**src/rtl/shot_fire_controller.sv**
```systemverilog
// Player shot sequencer: edge-detected fire, one-cycle launch/kill pulses,
// retirement on collision / board exit / flight timeout, then frame-counted reload.
module shot_fire_controller #(
  parameter int unsigned RELOAD_FRAMES     = 60,
  parameter int unsigned MAX_FLIGHT_FRAMES = 90,
  parameter int unsigned BOARD_LEFT        = 32,
  parameter int unsigned BOARD_RIGHT       = 608,
  parameter int unsigned BOARD_TOP         = 160,
  parameter int unsigned BOARD_BOTTOM      = 464,
  parameter logic [15:0] SHOTS_INIT        = 16'h0000
) (
  input  logic        clk,
  input  logic        resetN,
  input  logic        startOfFrame,
  input  logic        fire_pressed,
  input  logic        player_awake,
  input  logic        fireCollision,
  input  logic        shot_alive,
  input  logic [10:0] shotX,
  input  logic [10:0] shotY,
  output logic        launch,
  output logic        kill,
  output logic        shot_ready,
  output logic [1:0]  kill_cause,
  output logic [7:0]  reload_left,
  output logic [15:0] shots_fired
);

  typedef enum logic [1:0] {
    ST_READY  = 2'b00,
    ST_FLYING = 2'b01,
    ST_RELOAD = 2'b10
  } state_t;

  typedef enum logic [1:0] {
    CAUSE_NONE      = 2'b00,
    CAUSE_COLLISION = 2'b01,
    CAUSE_BOUNDS    = 2'b10,
    CAUSE_TIMEOUT   = 2'b11
  } cause_t;

  localparam logic [7:0]  RELOAD_INIT = 8'(RELOAD_FRAMES);
  localparam logic [7:0]  MAX_FLIGHT  = 8'(MAX_FLIGHT_FRAMES);
  localparam logic [10:0] LEFT_X      = 11'(BOARD_LEFT);
  localparam logic [10:0] RIGHT_X     = 11'(BOARD_RIGHT);
  localparam logic [10:0] TOP_Y       = 11'(BOARD_TOP);
  localparam logic [10:0] BOTTOM_Y    = 11'(BOARD_BOTTOM);

  state_t      state_q, state_d;
  cause_t      cause_q, cause_d, retire_cause;
  logic        fire_prev_q, rise_q;
  logic        launch_q, launch_d;
  logic        kill_q, kill_d;
  logic [7:0]  reload_q, reload_d;
  logic [15:0] shots_q, shots_d;
  logic [7:0]  flight_q, flight_d;
  logic [1:0]  age_q, age_d;
  logic        out_of_board;

  // fire_prev resets high so a key held through reset must be released before it can fire.
  // NOTE: sequential state uses non-blocking assignments so every register samples pre-edge values.
  always_ff @(posedge clk or negedge resetN) begin
    if (!resetN) begin
      fire_prev_q <= 1'b1;
      rise_q      <= 1'b0;
    end else begin
      fire_prev_q <= fire_pressed;
      rise_q      <= fire_pressed & ~fire_prev_q;
    end
  end

  assign out_of_board = shot_alive &&
                        (shotX < LEFT_X || shotX > RIGHT_X || shotY < TOP_Y || shotY > BOTTOM_Y);

  // age_q counts FLYING cycles up to 2: bounds need age>=1, self-clear detection needs age>=2.
  always_comb begin
    // NOTE: every variable gets a default first so no path leaves one unassigned (no latches).
    state_d      = state_q;
    cause_d      = cause_q;
    launch_d     = 1'b0;
    kill_d       = 1'b0;
    reload_d     = reload_q;
    shots_d      = shots_q;
    flight_d     = flight_q;
    age_d        = age_q;
    retire_cause = CAUSE_NONE;

    case (state_q)
      ST_READY: begin
        if (rise_q && player_awake) begin
          launch_d = 1'b1;
          flight_d = 8'd0;
          age_d    = 2'd0;
          cause_d  = CAUSE_NONE;
          shots_d  = shots_q + 16'd1;
          state_d  = ST_FLYING;
        end
      end

      ST_FLYING: begin
        if (fireCollision)                     retire_cause = CAUSE_COLLISION;
        else if (age_q != 2'd0 && out_of_board) retire_cause = CAUSE_BOUNDS;
        else if (flight_q == MAX_FLIGHT)        retire_cause = CAUSE_TIMEOUT;

        if (retire_cause != CAUSE_NONE) begin
          kill_d   = 1'b1;
          cause_d  = retire_cause;
          reload_d = RELOAD_INIT;
          state_d  = ST_RELOAD;
        end else if (age_q == 2'd2 && !shot_alive) begin
          reload_d = RELOAD_INIT;
          state_d  = ST_RELOAD;
        end else begin
          if (startOfFrame && flight_q != 8'hFF) flight_d = flight_q + 8'd1;
          if (age_q != 2'd2)                     age_d    = age_q + 2'd1;
        end
      end

      ST_RELOAD: begin
        if (reload_q == 8'd0)  state_d  = ST_READY;
        else if (startOfFrame) reload_d = reload_q - 8'd1;
      end

      default: state_d = ST_READY;
    endcase
  end

  always_ff @(posedge clk or negedge resetN) begin
    if (!resetN) begin
      state_q  <= ST_READY;
      cause_q  <= CAUSE_NONE;
      launch_q <= 1'b0;
      kill_q   <= 1'b0;
      reload_q <= 8'd0;
      shots_q  <= SHOTS_INIT;
      flight_q <= 8'd0;
      age_q    <= 2'd0;
    end else begin
      state_q  <= state_d;
      cause_q  <= cause_d;
      launch_q <= launch_d;
      kill_q   <= kill_d;
      reload_q <= reload_d;
      shots_q  <= shots_d;
      flight_q <= flight_d;
      age_q    <= age_d;
    end
  end

  assign launch      = launch_q;
  assign kill        = kill_q;
  assign shot_ready  = (state_q == ST_READY);
  assign kill_cause  = cause_q;
  assign reload_left = reload_q;
  assign shots_fired = shots_q;

endmodule
```
**config.mk**
```make
export PLATFORM = sky130hd
export DESIGN_NAME = shot_fire_controller
export DESIGN_NICKNAME = d
export VERILOG_FILES = /design/src/rtl/shot_fire_controller.sv
export SDC_FILE = /design/constraint.sdc
export NUM_CORES = 1
export LEC_CHECK = 0
export ABC_AREA = 1
export BUFFER_PORTS_ARGS = -buffer_cell sky130_fd_sc_hd__buf_2
export CAP_MARGIN = 20
export CORE_UTILIZATION = 45
export DETAILED_ROUTE_END_ITERATION = 12
export PLACE_DENSITY = 0.67
export SETUP_SLACK_MARGIN = 0.3
export SKIP_CTS_REPAIR_TIMING = 1
export SLEW_MARGIN = 20
export SYNTH_ARGS = -nofsm -noshare
export SYNTH_HDL_FRONTEND = slang
export SYNTH_SLANG_ARGS = --single-unit
```
**constraint.sdc**
```tcl
create_clock -name clk -period 2 [get_ports clk]
set_clock_uncertainty 0.15 [all_clocks]
set_input_delay 0.1 -clock clk [delete_from_list [all_inputs] [get_ports clk]]
set_output_delay 0.1 -clock clk [all_outputs]
set_load 0.1 [all_outputs]
```
Yosys cells after proc, flatten, opt, wreduce, memory -nomap -nowiden --
Index checks and enable logic that the tools add are counted.
Word-level totals: flip-flop bits (word level) 42, input port bits 29, output and inout bits 29
Operators by class: add/sub/neg operators 4, magnitude comparators 4, equality and inequality tests 16, mux-type cells 30, bitwise operators 2, reduce and logical (&&, ||, !) cells 21
Operators with widths (count):
- 8-bit 2-to-1 mux | 8
- 8-bit one-hot mux with 2 select lines | 2
- 2-bit 2-to-1 mux | 13
- 2-bit != test (second input constant) | 9
- 16-bit by 1-bit adder with 16-bit output (second input constant) | 1
- 11-bit by 10-bit > comparator with 1-bit output (second input constant) | 1
- 11-bit by 9-bit > comparator with 1-bit output (second input constant) | 1
- 11-bit by 6-bit < comparator with 1-bit output (second input constant) | 1
- 11-bit by 8-bit < comparator with 1-bit output (second input constant) | 1
- 5-bit AND reduction | 2
- 8-bit by 1-bit adder with 8-bit output (second input constant) | 1
- 8-bit by 7-bit == test with 1-bit output (second input constant) | 1
- 8-bit zero test | 1
- 8-bit != test (second input constant) | 1
- 2-bit one-hot mux with 2 select lines | 2
- 2-bit nonzero test | 4
- 8-bit by 1-bit subtractor with 8-bit output (second input constant) | 1
- 2-bit one-hot mux with 3 select lines | 1
- 3-bit AND reduction | 2
- 1-bit logical AND | 5
- 2-bit == test (second input constant) | 2
- 1-bit 2-to-1 mux | 4
- 4-bit AND reduction | 1
- 1-bit logical OR | 3
- other kinds (9) | 9

Logic depth before layout (Yosys ltp) --
word-level depth 12, mapped depth 12, depth with buffers taken out 12

Least setup slack after synthesis --
Ideal clock, no wire load.
kind register -> register, from register shots_q[2] (netlist: shots_fired[2]), to register shots_q[15] (netlist: shots_fired[15]), library setup time 0.158 ns, arrival time 2.148 ns, setup slack -0.455 ns, stages on the path, launching flop included 9, path buffers 0, clock period less this slack 2.455 ns, cell sequence dfrtp_1 -> nand3_1 -> nor2_4 -> nand3_2 -> nor2_4 -> nand3_4 -> nor2_4 -> nand3_2 -> xnor2_1
On the way: word-level cells in the longest chain between the ends 1
RTL lines:
- start, declared | RTL line 55 | logic [15:0] shots_q, shots_d;
- start signal, assigned | RTL line 144 | shots_q <= shots_d;
- 16-bit by 1-bit adder with 16-bit output | RTL line 95 | shots_d = shots_q + 16'd1;
Every way passes these cells. A chain may end at the register's enable or synchronous reset.

Worst setup path after layout --
from register flight_q[0], to register flight_q[6]
On the way: word-level cells in the longest chain between the ends 8, elaborated cells between the ends (all ways) 16, classes of those cells 1 x add/sub; 4 x eq/ne; 8 x mux; 3 x reduce/logical
RTL lines:
- start, declared | RTL line 56 | logic [7:0] flight_q, flight_d;
- start signal, assigned | RTL line 145 | flight_q <= flight_d;
- 8-bit by 7-bit == test with 1-bit output | RTL line 103 | else if (flight_q == MAX_FLIGHT) retire_cause = CAUSE_TIMEOUT;
- 2-bit 2-to-1 mux | RTL line 103
- 2-bit 2-to-1 mux | RTL line 102 | else if (age_q != 2'd0 && out_of_board) retire_cause = CAUSE_BOUNDS;
- 2-bit 2-to-1 mux | RTL line 101 | if (fireCollision) retire_cause = CAUSE_COLLISION;
- 2-bit 2-to-1 mux | RTL line 88 | case (state_q)
- 2-bit nonzero test | RTL line 105 | if (retire_cause != CAUSE_NONE) begin
- 2-bit != test (no line)
- 5-bit AND reduction (no line)
Parallel ways exist; a longest one is shown, timed or not. The select of a mux whose other input is x is not followed.

==> impl_results.md <==
- CTS H-tree depth: 2
- Max-Cap Viols: 0
- Worst path max stage delay: 0.41 ns
- Crit Path Max Fanout: 5
- Tightest Hold Check Type: in2reg
- CTS tree: built
- CP Capture Type: flop
- Post-layout min period: 1.79 ns
- Register area share after synthesis: 44.1%
- Hold path cells: 4
- DR iter-0 viols: 72
- Post-Place Cells: 424
- Max Freq: 560 MHz
- CP startpoint kind: flop
- Die area: 5590 µm²
- Number of global-route vias before repair: 1753
- Gr usage total: 17.7%
- Die Y: 74.8 µm
- Power share of the clock group: 15.3%
- Switching share of power: 51.9%
- Distinct cell type count after synthesis: 29
- Worst Setup EP: flight_q[6]
- Die X: 74.8 µm
- Slew of the pin with the lowest slew margin: 0.525 ns
- CP cell instances: ha_2, nand2_2, nor2_2, nand2_2, o21ai_2, o21ai_2, buf_4, nand3_1, nand2_1
- GP Congestion: 0.916
- Total chip power: 3.66 mW
- Arrival time worst endpoint: 1.81 ns
- Post-route core utilization: 65.2%
- Setup tns final: 0 ns
- Post-Syn Area: 2380 µm²
- First-pass GRT wire length: 7620 µm
- DRC viols: 0
- Post-Syn Instances: 294
- Setup CP Type: reg2reg
- Final wirelength: 5380 µm
- Power per cell area: 1100 nW/µm²
- IO Count: 58
- FF-to-FF path depth: 9
- Nets: 422
- Root Buffer: clkbuf_8
- Tcrit/Tclk final: 89.3%
- DR WL/cell: 11.8 µm
- CP max stage cell: dfrtp_1
- Critical R2R Launch: flight_q[0]
- Most frequent cells in the layout: nand2_1 (64), buf_2 (57), inv_1 (34)
- Commonest non-fill, non-tap cell in the layout: nand2_1
- Worst-path clk slew: 0.07 ns
- # clock sinks: 42
- CTS Buf Count: 5
- Antenna viol nets, final: 0
- Layout cell share with drive strength beyond 1: 40.8%
- 1st-pass router iterations: 4
- GRT Residual Overflow: 0
- # setup viols final: 0
- Final Hold Viols: 0
- Synth Register Bits: 42
- Vias: 2172
- Worst setup path start: flight_q[0]
- Syn Nets: 330
- Reg2Reg Setup Slack: 0.21 ns
- Final cell count without fillers: 457
- Largest net degree at the start of global routing: 24
- Post-DP HPWL: 3540 µm
- Slew headroom: 65.0%
- Pleak: 1.69 nW
- Ant. Diodes: 0
- Std cell rows: 26
- Fin. max-slew vios: 0
- RSZ-0062 raised after global routing: true
- Avg Cell Area, Syn: 8.11 µm²
- Later-pin clock latency in the skew report: 0.29 ns
- Outcome: finished clean
- Internal power: 1.76 mW
- P_sw: 1.90 mW
- Filler cells: 432
- Core box area: 5110 µm²
- Max clock buf depth: 2
- FF-to-FF End: flight_q[6]
- Vias per std cell: 4.75
- Synth warnings: 0
- Logic pwr share: 52.2%
- Initial Util: 46.7%
- Layout area overhead: 39.7%
- Critical Path RT: 2.02 ns
- Port buffer count: 57
- Flop pwr share: 32.5%
- Worst IR Drop VDD: 0.00128 V
- Initial antenna violation count: 0
-- synth_stat cells (all sizes together) --
cell | count | area [µm²]
nor2 | 42 | 213
nor3b | 2 | 15.0
xor2 | 8 | 70.1
dfrtp | 41 | 1030
nand2 | 76 | 293
xnor2 | 8 | 70.1
nand4 | 1 | 6.26
or2 | 1 | 6.26
inv | 38 | 143
nand3b | 1 | 20.0
ha | 7 | 87.6
a211oi | 1 | 7.51
nor3 | 5 | 35.0
a21oi | 9 | 45.0
buf | 2 | 16.3
dfstp | 1 | 26.3
nand3 | 30 | 195
o21ai | 20 | 104
nor4 | 1 | 6.26
-- cells by family (layout without fill, tap and decap cells) --
logic type	Yosys count	count (layout)	synth area share, %
AO/OA/AOI/OAI	30	30	6.56
XOR/XNOR	16	16	5.88
flip-flops	42	42	44.1
adder cells (fa/ha/maj)	7	7	3.67
AND/OR/NAND/NOR	159	160	33.1
buffers and inverters	40	132	6.66
-- worst min-delay path by stage --
stage	startpoint	endpoint	slack, ns
2_1_floorplan	resetN	age_q[0]	-0.35
3_3_place_gp	resetN	shots_fired[10]	-0.05
3_5_place_dp	resetN	shots_fired[10]	-0.05
4_1_cts	resetN	shots_fired[10]	-0.37
5_1_grt	player_awake	shots_fired[4]	0.11
6_report	player_awake	shots_fired[0]	0.09
-- metal layers --
layer | part of all wire, % | routed length (µm) | track usage [%]
met1 | 47 | 2540 | 24.5
met2 | 48 | 2600 | 28.1
met3 | 3.2 | 170 | 3.75
met4 | 1.4 | 73 | 5.03
met5 | 0 | 0 | 0
-- registers in the layout, indices dropped and copies added, names as in the netlist --
| signal | cells |
|---|---|
| shots_fired | 16 |
| kill_cause | 2 |
| flight_q | 8 |
| state_q | 2 |
| launch | 1 |
| reload_left | 8 |
| fire_prev_q | 1 |
| kill | 1 |
| age_q | 2 |
| rise_q | 1 |
-- critical path: cells and delay by family (launching register included) --
kind            cells  cell delay [ns]
compound gates      2             0.25
simple gates        5             0.48
flops               1             0.41
buf+inv             1             0.17
fa+ha+maj           1             0.22
-- power groups by stage --
stage / Combinational (mW) / Clock [mW] / Sequential, mW
after detailed placement: 1.74 / 0 / 1.20
after CTS: 1.74 / 0.577 / 1.18
after floorplan: 0.598 / 0 / 2.05
final: 1.91 / 0.559 / 1.19
after global routing: 2.03 / 0.614 / 1.21
after global placement: 1.72 / 0 / 1.20
-- area by class of cell --
cell class | instances | area [µm²] | share of cell area (%)
inverter | 38 | 148 | 4.43
sequential | 42 | 1080 | 32.5
clock buffer | 7 | 86.3 | 2.59
clock inverter | 1 | 5.00 | 0.150
tap | 70 | 87.6 | 2.63
multi-input combinational | 213 | 1370 | 41.0
timing repair buffer | 86 | 554 | 16.6
-- per-stage QoR --
step	area (µm²)	hold WS, ns	worst slack, ns
after floorplan	2450	-0.346	-0.405
after CTS	2950	-0.366	0.139
after detailed placement	2850	-0.0465	0.147
final	3330	0.0888	0.214
after global routing	3330	0.113	0.108
after global placement	2850	-0.0509	0.177
Note: power is estimated with default switching activity, not from simulation.
